[config.mk]
export PLATFORM = sky130hd
export DESIGN_NAME = pcs_block_sync_rx_flat
export DESIGN_NICKNAME = d
export VERILOG_FILES = /design/src/rtl/pcs_block_sync_rx_if.sv /design/src/rtl/pcs_block_sync_rx.sv /design/src/flat_wrapper.sv
export SDC_FILE = /design/constraint.sdc
export NUM_CORES = 1
export LEC_CHECK = 0
export CAP_MARGIN = 0
export CORE_UTILIZATION = 38
export CTS_CLUSTER_DIAMETER = 60
export DETAILED_ROUTE_END_ITERATION = 6
export SETUP_SLACK_MARGIN = 0.3
export SLEW_MARGIN = 20
export SYNTH_ARGS = -nofsm -noshare
export SYNTH_HDL_FRONTEND = slang
export SYNTH_SLANG_ARGS = --single-unit
[constraint.sdc]
create_clock -name clk -period 2.7 [get_ports clk]
set_input_delay 0.54 -clock clk [delete_from_list [all_inputs] [get_ports clk]]
set_output_delay 0.54 -clock clk [all_outputs]
set_load 0.03 [all_outputs]
[src/rtl/pcs_block_sync_rx_if.sv]
// Header stream from the rx gearbox plus the lock/slip status returned to it.
// master drives headers and signal detect; slave is the block-sync engine.
interface pcs_block_sync_rx_if #(
    parameter int HEAD_W = 2
);
    logic              signal_ok_i;
    logic              head_v_i;
    logic [HEAD_W-1:0] head_i;
    logic              block_lock_o;
    logic              slip_v_o;

    modport master (
        output signal_ok_i, head_v_i, head_i,
        input  block_lock_o, slip_v_o
    );

    modport slave (
        input  signal_ok_i, head_v_i, head_i,
        output block_lock_o, slip_v_o
    );
endinterface

[src/rtl/pcs_block_sync_rx.sv]
// 66b block lock: counts sync headers per window, asserts lock or requests a one-bit gearbox slip.
// Outputs registered (one cycle after the header); no backpressure, idle while head_v_i is low.
module pcs_block_sync_rx #(
    parameter bit IS_40G      = 1'b1,
    parameter int HEAD_W      = 2,
    parameter int SLIP_WAIT_N = 2
) (
    input  logic                 clk,
    input  logic                 reset,
    pcs_block_sync_rx_if.slave   rx
);
    localparam int SH_CNT_MAX   = IS_40G ? 1024 : 64;
    localparam int SH_INVLD_MAX = IS_40G ? 65 : 16;
    localparam int CW           = $clog2(SH_CNT_MAX + 1);
    localparam int IW           = $clog2(SH_INVLD_MAX + 1);
    localparam int WW           = $clog2(SLIP_WAIT_N + 1);

    localparam logic [CW-1:0] CNT_MAX_C   = CW'(SH_CNT_MAX);
    localparam logic [IW-1:0] INVLD_MAX_C = IW'(SH_INVLD_MAX);
    localparam logic [WW-1:0] WAIT_LAST_C = WW'(SLIP_WAIT_N - 1);

    typedef enum logic {COUNT, SLIP_WAIT} state_t;

    state_t        state_q, state_d;
    logic [CW-1:0] sh_cnt_q, sh_cnt_d;
    logic [IW-1:0] sh_invld_cnt_q, sh_invld_cnt_d;
    logic [WW-1:0] wait_cnt_q, wait_cnt_d;
    logic          block_lock_q, block_lock_d;
    logic          slip_v_q, slip_v_d;

    logic          sh_valid;
    logic [CW-1:0] cnt_n;
    logic [IW-1:0] invld_n;
    logic          slip_cond;

    assign sh_valid  = (rx.head_i == HEAD_W'(1)) || (rx.head_i == HEAD_W'(2));
    assign cnt_n     = sh_cnt_q + CW'(1);
    assign invld_n   = sh_invld_cnt_q + IW'(!sh_valid);
    // Unlocked links slip on the first bad header; locked links tolerate bad headers up to the window limit.
    assign slip_cond = !sh_valid && (!block_lock_q || (invld_n == INVLD_MAX_C));

    always_comb begin
        state_d        = state_q;
        sh_cnt_d       = sh_cnt_q;
        sh_invld_cnt_d = sh_invld_cnt_q;
        wait_cnt_d     = wait_cnt_q;
        block_lock_d   = block_lock_q;
        slip_v_d       = 1'b0;

        if (!rx.signal_ok_i) begin
            state_d        = COUNT;
            sh_cnt_d       = '0;
            sh_invld_cnt_d = '0;
            wait_cnt_d     = '0;
            block_lock_d   = 1'b0;
        end else if (rx.head_v_i) begin
            unique case (state_q)
                COUNT: begin
                    if (slip_cond) begin
                        slip_v_d       = 1'b1;
                        block_lock_d   = 1'b0;
                        sh_cnt_d       = '0;
                        sh_invld_cnt_d = '0;
                        wait_cnt_d     = '0;
                        state_d        = SLIP_WAIT;
                    end else if (cnt_n == CNT_MAX_C) begin
                        sh_cnt_d       = '0;
                        sh_invld_cnt_d = '0;
                        if (invld_n == '0) begin
                            block_lock_d = 1'b1;
                        end
                    end else begin
                        sh_cnt_d       = cnt_n;
                        sh_invld_cnt_d = invld_n;
                    end
                end
                SLIP_WAIT: begin
                    // Headers here still straddle the old boundary; discard them whatever they hold.
                    if (wait_cnt_q == WAIT_LAST_C) begin
                        wait_cnt_d     = '0;
                        sh_cnt_d       = '0;
                        sh_invld_cnt_d = '0;
                        state_d        = COUNT;
                    end else begin
                        wait_cnt_d = wait_cnt_q + WW'(1);
                    end
                end
                default: state_d = COUNT;
            endcase
        end
    end

    always_ff @(posedge clk or posedge reset) begin
        if (reset) begin
            state_q        <= COUNT;
            sh_cnt_q       <= '0;
            sh_invld_cnt_q <= '0;
            wait_cnt_q     <= '0;
            block_lock_q   <= 1'b0;
            slip_v_q       <= 1'b0;
        end else begin
            state_q        <= state_d;
            sh_cnt_q       <= sh_cnt_d;
            sh_invld_cnt_q <= sh_invld_cnt_d;
            wait_cnt_q     <= wait_cnt_d;
            block_lock_q   <= block_lock_d;
            slip_v_q       <= slip_v_d;
        end
    end

    assign rx.block_lock_o = block_lock_q;
    assign rx.slip_v_o     = slip_v_q;
endmodule

[src/flat_wrapper.sv]
// flat-port wrapper written by rule: the top's interface ports become plain ports
module pcs_block_sync_rx_flat 
#(
    parameter bit IS_40G      = 1'b1,
    parameter int HEAD_W      = 2,
    parameter int SLIP_WAIT_N = 2
)
  (clk, reset, rx_signal_ok_i, rx_head_v_i, rx_head_i, rx_block_lock_o, rx_slip_v_o);
  pcs_block_sync_rx_if #(.HEAD_W(HEAD_W)) rx_i ();
  input  logic clk;
  input  logic reset;
  input wire logic [$bits(rx_i.signal_ok_i)-1:0] rx_signal_ok_i;
  input wire logic [$bits(rx_i.head_v_i)-1:0] rx_head_v_i;
  input wire logic [$bits(rx_i.head_i)-1:0] rx_head_i;
  output wire logic [$bits(rx_i.block_lock_o)-1:0] rx_block_lock_o;
  output wire logic [$bits(rx_i.slip_v_o)-1:0] rx_slip_v_o;
  assign rx_i.signal_ok_i = rx_signal_ok_i;
  assign rx_i.head_v_i = rx_head_v_i;
  assign rx_i.head_i = rx_head_i;
  assign rx_block_lock_o = rx_i.block_lock_o;
  assign rx_slip_v_o = rx_i.slip_v_o;
  pcs_block_sync_rx #(.IS_40G(IS_40G), .HEAD_W(HEAD_W), .SLIP_WAIT_N(SLIP_WAIT_N)) u_core (.clk(clk), .reset(reset), .rx(rx_i));
endmodule
==> summary by stage <==
Run status
The flow ran to the end, and the final reports show no timing, DRC or antenna violations.

Logic synthesis
The post-synthesis average cell area is 8.51 um^2. Yosys printed 0 warnings. The count of unique library cells instantiated by Yosys is 38.

The count of flip-flops with a built-in enable after synthesis is 0. The number of nets handed over by synthesis was 175. The flip-flop and latch count after synthesis is 23. For this run, the leading register cell type out of synthesis is dfrtp_1. The async set-reset flop share out of synthesis is 1.00. The gate count after technology mapping is approximately 170. The sequential cell area fraction in the yosys report is 0.407. The mapped cell area is 1410 um^2.

Timing
Setup violations remaining at the end of the flow were counted as 0. The transition at the pin with the smallest max-transition slack is 0.353 ns. Of the available clock period, the critical path in the final layout requires 0.860. Static timing analysis puts the maximum clock frequency at 431 MHz. For the final database, setup skew stands at 0.00128 ns. The count of pins over their slew limit is 0. Setup repair after global routing left no endpoint under its margin.

The number of endpoints with negative hold slack in the final report is 0. The routed design could run at a clock period as short as 2.32 ns. The total negative slack for setup checks is 0 ns. Measured against its own limit, the worst slew margin works out to 0.765.

Worst setup path
The startpoint type of the worst setup path is a primary input. The type of the setup path with the least slack is primary input to register. The kind of capture point of the worst setup path is a register.

The worst register-to-register path begins at u_core.sh_invld_cnt_q[0]. The data required time at the worst endpoint is 2.86 ns. The maximum fanout along the worst path is 6. The data arrival time at the worst-slack endpoint is 2.48 ns.

The startpoint of the most critical setup path is rx_head_i[0].

Clock tree
The clock reaches the later pin of the worst-skew pair after ~0.26 ns. The total clock buffers created by CTS is 3. The number of H-tree levels is 1. The total clock sinks is 23. The register clock-pin slew on the reported worst setup and hold paths is ~0.080 ns.

TritonCTS built the clock tree. The buffer levels on the longest clock path is 2. The tree is rooted in a clkbuf_8.

Final layout
The number of filler cells placed in the layout is 313. The flip-flop and latch area is 576 um^2. The final net count is ~200.

The count of antenna diodes in the layout is 0. Summing all multi-input logic gate instances after layout gives 872 um^2. Excluding fillers, the count of instances in the completed layout stands at between 200 and 250. Measured on the finished design, the core utilization comes to 0.514. The most frequent standard cell in the layout excluding fill and tap cells is nand2_1. From synthesis to final layout, the design area changed by 25.2%.

In the final layout, the share of cells above drive strength 1 is 0.187. In the layout the commonest cells are nand2_1 (26), dfrtp_1 (23), buf_4 (13), o21ai_0 (12), nand3_1 (11).

Min path
The worst hold-check path type is register to register. The startpoint identified for the worst hold timing path is u_core.wait_cnt_q[1].

Global route
The number of antenna violations at the first check in global routing is 0. The via count of the first global-routing pass is 1325. For this run, the total global-route usage over all layers was measured as 0.185. After global routing the overflow that remains totals 0. Entering global routing, the biggest net connects 24 pins. The first global-routing pass estimated 5.85 mm of wire.

Floorplanning
The horizontal die dimension is 63.0 um. The overall die area is 3970 um^2. The count of pins on the block boundary is 8. The effective utilization at floorplan is 0.410.

The die height is roughly 63 um. The floorplan has 21 rows. The core area is between 3000 and 4000 um^2.

Detailed routing
The number of DRC violations after detailed routing is 0. The initial DRC count is 35. In the routed layout, each cell is associated on average with a via count of 5.62. The count of nets left with antenna violations once routing finished came out at 0. The wire length reported by the detailed router is approximately 3.4 mm. The number of vias in the routed layout is 1309. Dividing the detail-routed wire length by the instance count gives ~15 um.

The first-pass iteration count of the detailed router is 4.

Power
The total power is 0.686 mW. The maximum VDD drop is 0.166 mV. The leakage power total is 0.695 nW. The total power per unit cell area is approximately 390 nW/um^2.

Place
The HPWL after detailed placement is 2.43 mm. The final RePlAce weighted congestion is approximately 0.84. Counting tap cells, the placed design contains a total of 226 instances. The quantity of I/O buffers inserted on ports is 7.

Job
The count of maximum capacitance violations is 0.
-- cells in the mapped netlist (4+ instances only) --
cell / n / area share
o22ai_1: 4 / 0.018
inv_1: 10 / 0.027
o21ai_0: 13 / 0.046
nand3_1: 11 / 0.039
dfrtp_1: 23 / 0.41
nor3_1: 4 / 0.014
nand2_1: 28 / 0.074
nor2_1: 5 / 0.013
a21oi_1: 6 / 0.021
nand4_1: 5 / 0.022
a31oi_1: 9 / 0.040
-- critical path: stages --
cell	delay, ns
buf_6	0.10
xnor2_4	0.17
ha_4	0.17
ha_4	0.13
nand3_1	0.09
o21ai_1	0.27
a21oi_4	0.13
buf_4	0.16
a21oi_2	0.31
nand2_2	0.15
o311ai_1	0.25
-- metrics by stage --
stage          hold slack (ns)  worst slack [ns]  instance area (um^2)
3_3_place_gp             0.493            -0.316                  1660
2_1_floorplan            0.459             0.298                  1470
4_1_cts                  0.530             0.314                  1710
6_report                 0.528             0.379                  1770
5_1_grt                  0.562             0.293                  1770
3_5_place_dp             0.518            -0.354                  1660
-- cell families (layout without fill, tap and decap cells) --
| family | after synthesis | after routing | share of synthesized area |
|---|---|---|---|
| muxes | 2 | 2 | 0.0142 |
| DFF | 23 | 23 | 0.407 |
| AOI/OAI and AO/OA | 50 | 51 | 0.243 |
| buffers and inverters | 15 | 35 | 0.0416 |
| adders and majority gates | 3 | 3 | 0.0266 |
| xor gates and xnor gates | 5 | 5 | 0.0310 |
| and+or+nand+nor | 68 | 68 | 0.236 |
-- timing repair --
action	CTS	global route
endpoints found under the hold margin	0	0
pin swaps	2	6
resized for setup	11	9
gates cloned	0	1
hold buffers	0	0
endpoints found under the setup margin	23	23
buffers inserted	1	1
-- flip-flops by register name, indices dropped and copies added (netlist names) --
name and flops:
u_core.wait_cnt_q 2, u_core.rx.slip_v_o 1, u_core.state_q 1, u_core.sh_invld_cnt_q 7, u_core.sh_cnt_q 11, u_core.rx.block_lock_o 1
-- power breakdown --
part | switching [mW] | internal (mW)
Clock | 0.107 | 0.105
Combinational | 0.0656 | 0.0501
Sequential | 0.00764 | 0.351
Total | 0.180 | 0.506
-- routing by layer --
layer	global-route usage	wire [um]
met3	0.0219	69
met2	0.323	1690
met1	0.237	1630
met4	0.0552	13
met5	0	0
-- layout make-up --
cell class,instances,share of cell area
well taps,46,0.0325
flip-flops and latches,23,0.325
multi-input cells,129,0.493
repair buffers,21,0.103
clock buffers,4,0.0255
inverters,10,0.0212
-- path summary, 6_finish.rpt --
| path | end | slack (ns) | cells after the start |
|---|---|---|---|
| min | u_core.wait_cnt_q[1] | 0.53 | 2 |
| max in group asynchronous | u_core.sh_cnt_q[5] | 1.84 | 3 |
| min in group asynchronous | u_core.wait_cnt_q[1] | 0.63 | 3 |
| min reg2reg | u_core.wait_cnt_q[1] | 0.53 | 2 |
| max | u_core.sh_cnt_q[2] | 0.38 | 11 |
| max reg2reg | u_core.sh_invld_cnt_q[2] | 0.48 | 8 |
Note: power is estimated with default switching activity, not from simulation.
